File: src/rtl/exec_operand_stage_if.sv
// exec_operand_stage_if: upstream beat, bypass operands and downstream result bus of the execute operand stage
interface exec_operand_stage_if #(
   parameter int DATA_W  = 16,
   parameter int NUM_BYP = 2,
   parameter int CNT_W   = 16
);
   logic                      enable_execute;
   logic                      in_ready;
   logic [5:0]                E_control;
   logic [15:0]               IR;
   logic [DATA_W-1:0]         npc_in;
   logic                      Mem_Control_in;
   logic [1:0]                W_Control_in;
   logic [DATA_W-1:0]         VSR1;
   logic [DATA_W-1:0]         VSR2;
   logic [NUM_BYP-1:0]        byp_sel1;
   logic [NUM_BYP-1:0]        byp_sel2;
   logic [NUM_BYP*DATA_W-1:0] byp_val;
   logic                      out_valid;
   logic                      out_ready;
   logic [5:0]                E_control_out;
   logic [15:0]               IR_out;
   logic [DATA_W-1:0]         npc_out;
   logic                      Mem_Control_out;
   logic [1:0]                W_Control_out;
   logic [DATA_W-1:0]         opA;
   logic [DATA_W-1:0]         opB;
   logic [CNT_W-1:0]          issue_cnt;
   modport master (
      output enable_execute, E_control, IR, npc_in, Mem_Control_in, W_Control_in,
             VSR1, VSR2, byp_sel1, byp_sel2, byp_val, out_ready,
      input  in_ready, out_valid, E_control_out, IR_out, npc_out, Mem_Control_out,
             W_Control_out, opA, opB, issue_cnt
   );
   modport slave (
      input  enable_execute, E_control, IR, npc_in, Mem_Control_in, W_Control_in,
             VSR1, VSR2, byp_sel1, byp_sel2, byp_val, out_ready,
      output in_ready, out_valid, E_control_out, IR_out, npc_out, Mem_Control_out,
             W_Control_out, opA, opB, issue_cnt
   );
endinterface

File: src/rtl/exec_operand_stage.sv
// exec_operand_stage: resolves bypassed operands at acceptance and registers the beat; EXEC_OPERAND_SKID_EN adds a skid entry
module exec_operand_stage #(
   parameter int DATA_W  = 16,
   parameter int NUM_BYP = 2,
   parameter int CNT_W   = 16
) (
   input logic                 clock,
   input logic                 reset,
   exec_operand_stage_if.slave bus
);
   localparam int BW = 25 + 3 * DATA_W;
   logic [DATA_W-1:0] res_a, res_b;
   logic [BW-1:0]     in_beat, out_beat;
   logic              out_valid, accept, deliver;
   logic [CNT_W-1:0]  issue_cnt;
   // lowest-index set select wins, so scan channels from the top down
   always_comb begin
      res_a = bus.VSR1;
      res_b = bus.VSR2;
      for (int k = NUM_BYP - 1; k >= 0; k--) begin
         if (bus.byp_sel1[k]) res_a = bus.byp_val[k*DATA_W +: DATA_W];
         if (bus.byp_sel2[k]) res_b = bus.byp_val[k*DATA_W +: DATA_W];
      end
   end
   assign in_beat = {bus.E_control, bus.IR, bus.npc_in, bus.Mem_Control_in, bus.W_Control_in, res_a, res_b};
   assign accept  = bus.enable_execute && bus.in_ready;
   assign deliver = out_valid && bus.out_ready;
   assign {bus.E_control_out, bus.IR_out, bus.npc_out, bus.Mem_Control_out, bus.W_Control_out, bus.opA, bus.opB} = out_beat;
   assign bus.out_valid = out_valid;
   assign bus.issue_cnt = issue_cnt;
`ifdef EXEC_OPERAND_SKID_EN
   logic          skid_valid;
   logic [BW-1:0] skid_beat;
   assign bus.in_ready = !skid_valid;
   // output register refills from skid first to keep order; a beat arriving against a stalled output parks in skid
   always_ff @(posedge clock or negedge reset)
      if (!reset) begin
         out_valid  <= 1'b0;
         out_beat   <= '0;
         skid_valid <= 1'b0;
         skid_beat  <= '0;
      end else if (deliver && skid_valid) begin
         out_beat   <= skid_beat;
         skid_valid <= 1'b0;
      end else if (accept && (!out_valid || deliver)) begin
         out_valid <= 1'b1;
         out_beat  <= in_beat;
      end else if (accept) begin
         skid_valid <= 1'b1;
         skid_beat  <= in_beat;
      end else if (deliver)
         out_valid <= 1'b0;
`else
   assign bus.in_ready = !out_valid || bus.out_ready;
   // single output register, replaced in the same cycle it is delivered
   always_ff @(posedge clock or negedge reset)
      if (!reset) begin
         out_valid <= 1'b0;
         out_beat  <= '0;
      end else if (accept) begin
         out_valid <= 1'b1;
         out_beat  <= in_beat;
      end else if (deliver)
         out_valid <= 1'b0;
`endif
   // count of beats handed downstream, wrapping naturally
   always_ff @(posedge clock or negedge reset)
      if (!reset) issue_cnt <= '0;
      else if (deliver) issue_cnt <= issue_cnt + 1'b1;
endmodule
File: src/flat_wrapper.sv
// flat-port wrapper written by rule: the top's interface ports become plain ports
module exec_operand_stage_flat 
#(
   parameter int DATA_W  = 16,
   parameter int NUM_BYP = 2,
   parameter int CNT_W   = 16
)
  (clock, reset, bus_enable_execute, bus_E_control, bus_IR, bus_npc_in, bus_Mem_Control_in, bus_W_Control_in, bus_VSR1, bus_VSR2, bus_byp_sel1, bus_byp_sel2, bus_byp_val, bus_out_ready, bus_in_ready, bus_out_valid, bus_E_control_out, bus_IR_out, bus_npc_out, bus_Mem_Control_out, bus_W_Control_out, bus_opA, bus_opB, bus_issue_cnt);
  exec_operand_stage_if #(.DATA_W(DATA_W), .NUM_BYP(NUM_BYP), .CNT_W(CNT_W)) bus_i ();
  input logic clock;
  input logic reset;
  input wire logic [$bits(bus_i.enable_execute)-1:0] bus_enable_execute;
  input wire logic [$bits(bus_i.E_control)-1:0] bus_E_control;
  input wire logic [$bits(bus_i.IR)-1:0] bus_IR;
  input wire logic [$bits(bus_i.npc_in)-1:0] bus_npc_in;
  input wire logic [$bits(bus_i.Mem_Control_in)-1:0] bus_Mem_Control_in;
  input wire logic [$bits(bus_i.W_Control_in)-1:0] bus_W_Control_in;
  input wire logic [$bits(bus_i.VSR1)-1:0] bus_VSR1;
  input wire logic [$bits(bus_i.VSR2)-1:0] bus_VSR2;
  input wire logic [$bits(bus_i.byp_sel1)-1:0] bus_byp_sel1;
  input wire logic [$bits(bus_i.byp_sel2)-1:0] bus_byp_sel2;
  input wire logic [$bits(bus_i.byp_val)-1:0] bus_byp_val;
  input wire logic [$bits(bus_i.out_ready)-1:0] bus_out_ready;
  output wire logic [$bits(bus_i.in_ready)-1:0] bus_in_ready;
  output wire logic [$bits(bus_i.out_valid)-1:0] bus_out_valid;
  output wire logic [$bits(bus_i.E_control_out)-1:0] bus_E_control_out;
  output wire logic [$bits(bus_i.IR_out)-1:0] bus_IR_out;
  output wire logic [$bits(bus_i.npc_out)-1:0] bus_npc_out;
  output wire logic [$bits(bus_i.Mem_Control_out)-1:0] bus_Mem_Control_out;
  output wire logic [$bits(bus_i.W_Control_out)-1:0] bus_W_Control_out;
  output wire logic [$bits(bus_i.opA)-1:0] bus_opA;
  output wire logic [$bits(bus_i.opB)-1:0] bus_opB;
  output wire logic [$bits(bus_i.issue_cnt)-1:0] bus_issue_cnt;
  assign bus_i.enable_execute = bus_enable_execute;
  assign bus_i.E_control = bus_E_control;
  assign bus_i.IR = bus_IR;
  assign bus_i.npc_in = bus_npc_in;
  assign bus_i.Mem_Control_in = bus_Mem_Control_in;
  assign bus_i.W_Control_in = bus_W_Control_in;
  assign bus_i.VSR1 = bus_VSR1;
  assign bus_i.VSR2 = bus_VSR2;
  assign bus_i.byp_sel1 = bus_byp_sel1;
  assign bus_i.byp_sel2 = bus_byp_sel2;
  assign bus_i.byp_val = bus_byp_val;
  assign bus_i.out_ready = bus_out_ready;
  assign bus_in_ready = bus_i.in_ready;
  assign bus_out_valid = bus_i.out_valid;
  assign bus_E_control_out = bus_i.E_control_out;
  assign bus_IR_out = bus_i.IR_out;
  assign bus_npc_out = bus_i.npc_out;
  assign bus_Mem_Control_out = bus_i.Mem_Control_out;
  assign bus_W_Control_out = bus_i.W_Control_out;
  assign bus_opA = bus_i.opA;
  assign bus_opB = bus_i.opB;
  assign bus_issue_cnt = bus_i.issue_cnt;
  exec_operand_stage #(.DATA_W(DATA_W), .NUM_BYP(NUM_BYP), .CNT_W(CNT_W)) u_core (.clock(clock), .reset(reset), .bus(bus_i));
endmodule
File: config.mk
export PLATFORM = sky130hd
export DESIGN_NAME = exec_operand_stage_flat
export DESIGN_NICKNAME = d
export VERILOG_FILES = /design/src/rtl/exec_operand_stage_if.sv /design/src/rtl/exec_operand_stage.sv /design/src/flat_wrapper.sv
export SDC_FILE = /design/constraint.sdc
export NUM_CORES = 1
export LEC_CHECK = 0
export CORE_ASPECT_RATIO = 0.9
export CORE_MARGIN = 3
export CORE_UTILIZATION = 40
export DETAILED_ROUTE_END_ITERATION = 10
export PLACE_DENSITY = 0.8
export SKIP_CTS_REPAIR_TIMING = 1
export SLEW_MARGIN = 15
export SYNTH_ARGS = -nofsm -noshare
export SYNTH_HDL_FRONTEND = slang
export SYNTH_SLANG_ARGS = --single-unit
File: constraint.sdc
create_clock -name clock -period 3.38 [get_ports clock]
set_input_delay 0.338 -clock clock [delete_from_list [all_inputs] [get_ports clock]]
set_output_delay 0.338 -clock clock [all_outputs]
set_load 0.005 [all_outputs]
==> out/metrics.cfg, run 1 <==
[setup_path]
start_kind=primary input
worstPathRequired_ns=3.60
cp_max_fo=105
r2r_cells=3
arrival_ns=2.24
end_kind=register
crit_end=u_core.out_beat[40]$_DFFE_PN0P_
timing.rr.end=u_core.out_beat[40]$_DFFE_PN0P_
crit_path_start=bus_out_ready
criticalPathCategory=primary input to register
rrSetupSlack_ns=1.47
reg2reg_from=u_core.bus.out_valid$_DFFE_PN0P_

[cells_and_area]
nets=671
final_layout_size_suffix_gt1_share_pct=11.57
final_cell_mix=202 x clkdlybuf4s50_1, 90 x dfrtp_1, 41 x nand2_1
fillerInstances=782
syn_to_final_growth_pct=59.63
layout_commonest_cell=clkdlybuf4s50_1
n_antenna_cell=0

[sta]
min_period_over_period_pct=59.56
max_freq_mhz=496.7
grt_setup_unrepaired=false
skew_ns=0.007344
tns_ns=0
max_slew_margin_pct=26.20
fin_crit_ns=2.013
worst_slew_pin_slew_ns=1.104
drv_slew=0
finalSetupViolCount=0
hold_ws_ns=0.05834
hold_viol_final=0

[drt]
avgRoutedWirePerCell_um=15.71
routed_wl_um=10810
drc=0
drt-pass1-iter-count=5
vias=3402
initialDrtViolationCount=158
drt-vias-per-instance=4.945
ant_nets=0

[floorplanning]
core_sq_um=9784
io_pins=204
initial_core_util_pct=41.43
rows=34
die_height_um=101.5
die_x_um=112.1
dieArea_sq_um=11380

[grt]
grt_max_degree=106
grt_antenna_before_repair=0
overflow=0
grtUsageMet1_pct=21.99
grt_util_met3_pct=5.496
top_usage_layer=met2
grt_pass1_wl_um=17370
grtUsageTotal_pct=18.77
grt_use_met2_pct=33.99
first_global_vias=3583

[cts]
clkTransAtPathRegs_ns=0.07
cts_buffers=9
htreeDepth=3
cts_tree=yes
cts_max_path_buffers=2
insertion_delay_ns=0.33
cts_root_buffer=clkbuf_16
cts.sinks=90

[power_and_ir_drop]
ir_worst_vdd_uv=341.9
p_sw_mw=0.8348
swShare_pct=26.07
combPwrFrac_pct=25.4
power_leakage_nw=2.784
total_power_mw=3.202
seqPwrFrac_pct=42.5
power_density_nw_per_um2=494.9
p_int_mw=2.368
clockPowerShare_pct=32.1

[synth]
ys_warn_count=0
syn-num-nets=474
yosysSeqAreaShare_pct=55.56
yosysTopAreaCellShare_pct=55.56
synthTopCellsByArea=dfrtp_1 56%, mux2_2 10%, mux2i_1 7.9%
synth_area_sq_um=4054
synth-seq-cells=90
netlist_instances=360
synth_area_leader_cell=dfrtp_1
avgSynthCellArea_sq_um=11.26
ys_types=24

[place]
io_buffers=203
gp_congestion=0.7265
dp_hpwl_um=8112

[run_status]
outcome=finished clean

[worst_hold_path]
hold_class=primary input to asynchronous set/reset pin

[job]
cap_violations=0

[cell usage after synthesis (all sizes together)]
| cell type | instances |
|---|---|
| a21oi | 32 |
| and2 | 1 |
| and3 | 1 |
| and4 | 2 |
| buf | 12 |
| clkbuf | 9 |
| dfrtp | 90 |
| ha | 1 |
| mux2 | 42 |
| mux2i | 32 |
| nand2 | 42 |
| nand2b | 2 |
| nand3 | 4 |
| nand4 | 4 |
| nor2 | 36 |
| nor3 | 3 |
| o21ai | 32 |
| xnor2 | 9 |
| xor2 | 6 |
[final cells by class]
| class | instances | area [sq um] | area share (%) |
|---|---|---|---|
| multi-input combinational | 249 | 1690 | 26.12 |
| timing repair buffer | 207 | 2063 | 31.88 |
| clock buffer | 9 | 225.2 | 3.480 |
| clock inverter | 7 | 82.58 | 1.276 |
| tap | 126 | 157.7 | 2.436 |
| sequential | 90 | 2252 | 34.80 |
[cells by family (layout without fill, tap and decap cells)]
family | after synthesis | count (layout) | synth area share [%]
adder cells (fa/ha/maj) | 1 | 1 | 0.3086
XOR/XNOR | 15 | 15 | 3.241
flip-flops | 90 | 90 | 55.56
multiplexers | 74 | 74 | 20.12
AND/OR/NAND/NOR | 95 | 95 | 10.00
AO/OA/AOI/OAI | 64 | 64 | 7.901
buffers and inverters | 21 | 223 | 2.870
[sequential cells by signal, summed over array words and instances (netlist names)]
signal / count
u_core.bus.issue_cnt: 16
u_core.out_beat: 73
u_core.bus.out_valid: 1
[through the flow]
step	instances	instance area [sq um]	util, %	setup slack, ns
2_1_floorplan	360	4054	-	2.070
3_3_place_gp	672	6160	62.95	1.034
3_5_place_dp	672	6160	62.95	0.9965
4_1_cts	688	6467	66.10	1.347
5_1_grt	688	6471	66.14	1.234
6_report	688	6471	66.14	1.367
[power groups by stage]
stage,clock network (mW),logic (mW),registers [mW]
finish,1.03,0.813,1.36
global route,1.10,0.888,1.39
CTS,1.05,0.825,1.36
detailed placement,0,0.823,1.38
global placement,0,0.802,1.37
floorplan,0,0.262,1.38
[metal layers]
metal,part of all wire (%),up-vias
li1,-,1637
met1,40,1646
met2,52,110
met3,6.6,9
met4,0.96,0
met5,0,-
[critical path, cell delays in order]
cell and delay, ns:
clkdlybuf4s50_1 0.47, nand2b_4 0.19, nand2_4 0.77, mux2_2 0.42
[worst min-delay path by stage]
stage,end,startpoint,cells after the start,slack [ns]
6_report,u_core.out_beat[26]$_DFFE_PN0P_,reset,1,0.06
5_1_grt,u_core.out_beat[26]$_DFFE_PN0P_,reset,1,0.13
4_1_cts,u_core.out_beat[26]$_DFFE_PN0P_,reset,1,0.27
3_5_place_dp,u_core.bus.issue_cnt[15]$_DFFE_PN0P_,u_core.bus.issue_cnt[15]$_DFFE_PN0P_,1,0.46
3_3_place_gp,u_core.bus.issue_cnt[15]$_DFFE_PN0P_,u_core.bus.issue_cnt[15]$_DFFE_PN0P_,1,0.46
2_1_floorplan,u_core.bus.issue_cnt[0]$_DFFE_PN0P_,reset,0,0.04
Power figures use the tool's default switching activity.
==> run 2, diff against run 1 <==
- CORE_UTILIZATION: 40 -> 36
- PLACE_DENSITY: 0.8 -> 0.76
- clock period: 3.38 -> 1.7 ns (I/O delays scaled with it)
==> run 2 against run 1 <==
Clock power is 83% higher. Critical endpoint is now bus_in_ready. Largest cell class unchanged. Register-to-register slack worse by 1.2 ns. Cell count is 5.2% higher.
==> out/metrics.cfg, run 2 (synthesis results as in run 1) <==
[grt]
grtUsageTotal_pct=17.64
grt_max_degree=65
grt_pass1_wl_um=17810
grt_antenna_before_repair=0
overflow=0
first_global_vias=3662

[drt]
drt-vias-per-instance=4.802
initialDrtViolationCount=140
vias=3477
ant_nets=0
avgRoutedWirePerCell_um=15.83
drt-pass1-iter-count=4
drc=0
routed_wl_um=11460

[cells_and_area]
n_antenna_cell=0
syn_to_final_growth_pct=64.29
layout_commonest_cell=clkdlybuf4s50_1
reg_top3=u_core.out_beat x73, u_core.bus.issue_cnt x16, u_core.bus.out_valid x1
top_register=u_core.out_beat
largest_reg_flops=73
nets=681
final_layout_size_suffix_gt1_share_pct=12.94
final_cell_mix=202 x clkdlybuf4s50_1, 90 x dfrtp_1, 41 x nand2_1

[place]
io_buffers=203
gp_congestion=0.8216
dp_hpwl_um=8920
pre_cts_ws_ns=0.06331

[sta]
max_slew_margin_pct=70.21
min_period_over_period_pct=93.66
fin_crit_ns=1.592
max_freq_mhz=628.1
worst_slew_pin_slew_ns=0.4469
grt_setup_unrepaired=false
skew_ns=0.004090
drv_slew=0
finalSetupViolCount=0
tns_ns=0
hold_viol_final=0
worst_slack_ns=0.1078

[floorplanning]
core_sq_um=10900
rows=36
initial_core_util_pct=37.19
die_x_um=117.9
die_height_um=106.7
dieArea_sq_um=12570
io_pins=204

[power_and_ir_drop]
power_density_nw_per_um2=942.2
ir_worst_vdd_uv=597.8
power_leakage_nw=2.861

[setup_path]
cp_max_fo=6
criticalPathCategory=register to output pin
start_kind=register
reg2reg_from=u_core.bus.issue_cnt[0]$_DFFE_PN0P_
worstPathRequired_ns=1.53
r2r_cells=5
arrival_ns=1.42
rrSetupSlack_ns=0.32
end_kind=output pin
timing.rr.end=u_core.bus.issue_cnt[8]$_DFFE_PN0P_

[cts]
cts_buffers=9
cts_root_buffer=clkbuf_16
insertion_delay_ns=0.33
clkTransAtPathRegs_ns=0.06
cts.sinks=90
htreeDepth=3
cts_tree=yes
cts_max_path_buffers=2

[worst_hold_path]
hold_class=primary input to asynchronous set/reset pin

[job]
cap_violations=0

[run_status]
outcome=finished clean

run 2: cell count changes in the layout (fill, tap and decap cells not counted), moves of 2 or more:
cell      change
buf_4         +2
buf_12        +8
clkbuf_8      +2
inv_6         -2
run 2: where the power goes:
group | switching, mW | leakage (nW) | total, mW | internal (mW)
logic | 0.555 | 1.62 | 1.67 | 1.12
registers | 0.249 | 1.10 | 2.72 | 2.47
clock network | 0.810 | 0.138 | 1.89 | 1.08
total | 1.61 | 2.86 | 6.27 | 4.66
run 2: how the worst max path moves through the flow:
stage / start / endpoint / slack, ns / cells past startpoint
2_1_floorplan: u_core.bus.out_valid$_DFFE_PN0P_ / u_core.out_beat[65]$_DFFE_PN0P_ / 0.39 / 5
3_3_place_gp: bus_out_ready / u_core.out_beat[71]$_DFFE_PN0P_ / 0.08 / 5
3_5_place_dp: bus_out_ready / u_core.out_beat[36]$_DFFE_PN0P_ / 0.06 / 5
4_1_cts: u_core.bus.out_valid$_DFFE_PN0P_ / bus_in_ready / 0.08 / 2
5_1_grt: u_core.bus.out_valid$_DFFE_PN0P_ / bus_in_ready / 0.04 / 2
6_report: u_core.bus.out_valid$_DFFE_PN0P_ / bus_in_ready / 0.11 / 2
run 2: per-stage QoR:
step	power (mW)	hold slack [ns]	std cells	instance area (sq um)	util, %
CTS	6.355	-0.1989	723	6650	61.01
global placement	4.380	0.1483	707	6360	58.34
floorplan	3.256	-0.1256	360	4054	-
finish	6.275	0.3371	724	6660	61.10
global route	6.595	0.3821	724	6660	61.10
detailed placement	4.441	0.1556	707	6360	58.34
run 2: worst max-delay path, cell delays in order, from the launching register on:
cell             delay, ns
dfrtp_1               0.45
nand2b_4              0.12
clkdlybuf4s50_1       0.52
run 2: final cells by class:
class | count | area (sq um)
flip-flops and latches | 90 | 2252
repair buffers | 217 | 2237
well taps | 152 | 190.2
clock buffers | 11 | 252.7
clock inverters | 5 | 37.54
multi-input cells | 249 | 1690
fillers | 903 | 4240
run 2: routing by layer:
metal,wire length (um),GRT usage [%],vias up
met5,0,0,-
met4,247,6.025,0
met3,659,5.222,20
met2,6074,32.62,118
met1,4478,19.39,1678
li1,-,-,1661
==> run 3, diff against run 2 <==
- PLACE_DENSITY: 0.76 -> 0.87
==> run 3 against run 2 <==
Worst hold slack better by 0.053 ns. Register-to-register slack worse by 0.10 ns. First-iteration DRC count increased by 76%. Utilization is 0.63 points lower. Largest power group unchanged.
==> out/metrics.cfg, run 3 (synthesis results as in run 1) <==
[sta]
fin_crit_ns=1.621
hold_ws_ns=0.3900
grt_setup_unrepaired=false
max_slew_margin_pct=65.77
min_period_over_period_pct=95.37
worst_slew_pin_slew_ns=0.5135
skew_ns=0.004870
hold_viol_final=0
finalSetupViolCount=0
max_freq_mhz=616.8
tns_ns=0
drv_slew=0
worst_slack_ns=0.07864

[cells_and_area]
final_layout_size_suffix_gt1_share_pct=11.82
final_cells=719
utilization_pct=60.47
largest_reg_flops=73
nets=676
top_register=u_core.out_beat
postLayoutCellArea_sq_um=6591
fillerInstances=905
reg_top3=u_core.out_beat x73, u_core.bus.issue_cnt x16, u_core.bus.out_valid x1
layout_commonest_cell=clkdlybuf4s50_1
n_antenna_cell=0
final_cell_mix=202 x clkdlybuf4s50_1, 90 x dfrtp_1, 41 x nand2_1
syn_to_final_growth_pct=62.59

[floorplanning]
io_pins=204
die_height_um=106.7
core_sq_um=10900
dieArea_sq_um=12570
die_x_um=117.9
initial_core_util_pct=37.19
rows=36

[place]
gp_congestion=0.8332
dp_cells=702
io_buffers=203
pre_cts_ws_ns=-0.05887
dp_hpwl_um=8774
placed_cell_area_sq_um=6297

[drt]
wl_met3_um=710
wl_met1_um=4390
drt-vias-per-instance=4.868
vias=3500
wl_met2_um=6161
drt-pass1-iter-count=4
initialDrtViolationCount=247
highest_layer=met4
routed_wl_um=11500
ant_nets=0
avgRoutedWirePerCell_um=15.99
drc=0

[setup_path]
rrSetupSlack_ns=0.22
timing.rr.end=u_core.out_beat[10]$_DFFE_PN0P_
end_kind=output pin
arrival_ns=1.45
max_stage_delay_ns=0.53
start_kind=register
worstPathRequired_ns=1.53
cp_num_buf_inv=1
r2r_cells=4
cp_max_fo=6
criticalPathCategory=register to output pin
crit_path_top_delay_cell=clkdlybuf4s50_1
reg2reg_from=u_core.bus.out_valid$_DFFE_PN0P_
crit_chain=nand2b_4, clkdlybuf4s50_1
path_delay_family=buffers and inverters

[cts]
htreeDepth=3
cts_buffers=9
cts_root_buffer=clkbuf_16
cts_tree=yes
clkTransAtPathRegs_ns=0.06
cts_max_path_buffers=2
cts.sinks=90
insertion_delay_ns=0.33

[grt]
grt_antenna_before_repair=0
grt_max_degree=91
overflow=0
grtUsageTotal_pct=17.64
grt_pass1_wl_um=17890
first_global_vias=3708

[power_and_ir_drop]
power_leakage_nw=2.832
total_power_mw=6.257
ir_worst_vdd_uv=678.1
power_density_nw_per_um2=949.3

[worst_hold_path]
hold_class=primary input to asynchronous set/reset pin

[run_status]
outcome=finished clean

[job]
cap_violations=0

run 3: cell count changes in the layout (fill, tap and decap cells not counted), sizes merged:
cell / previous run / this run
buf: 14 / 9
clkbuf: 11 / 14
clkinvlp: 2 / 0
inv: 1 / 0
run 3: how the worst max path moves through the flow:
stage          slack, ns                        startpoint  depth (start not counted)                               to
3_5_place_dp       -0.06                     bus_out_ready                          5   u_core.out_beat[7]$_DFFE_PN0P_
6_report            0.08  u_core.bus.out_valid$_DFFE_PN0P_                          2                     bus_in_ready
5_1_grt             0.03  u_core.bus.out_valid$_DFFE_PN0P_                          2                     bus_in_ready
2_1_floorplan       0.39  u_core.bus.out_valid$_DFFE_PN0P_                          5  u_core.out_beat[65]$_DFFE_PN0P_
3_3_place_gp        0.03                     bus_out_ready                          5   u_core.out_beat[0]$_DFFE_PN0P_
4_1_cts             0.06  u_core.bus.out_valid$_DFFE_PN0P_                          2                     bus_in_ready
run 3: layer usage:
| layer | global-route usage [%] | vias up |
|---|---|---|
| met5 | 0 | - |
| li1 | - | 1649 |
| met1 | 18.98 | 1713 |
| met3 | 5.643 | 24 |
| met2 | 32.66 | 114 |
| met4 | 6.276 | 0 |
run 3: area by class of cell:
cell class | instances | area [sq um] | area share (%)
well taps | 152 | 190.2 | 2.885
clock buffers | 14 | 274.0 | 4.157
flip-flops and latches | 90 | 2252 | 34.17
repair buffers | 212 | 2175 | 32.99
clock inverters | 2 | 10.01 | 0.1519
multi-input cells | 249 | 1690 | 25.65
run 3: worst min-delay path, delay by kind of cell:
kind,cells,cell delay (ns)
buf+inv,3,0.98
run 3: power breakdown:
part | internal (mW) | switching (mW) | total, mW
registers | 2.47 | 0.240 | 2.71
clock network | 1.11 | 0.771 | 1.88
logic | 1.10 | 0.568 | 1.67
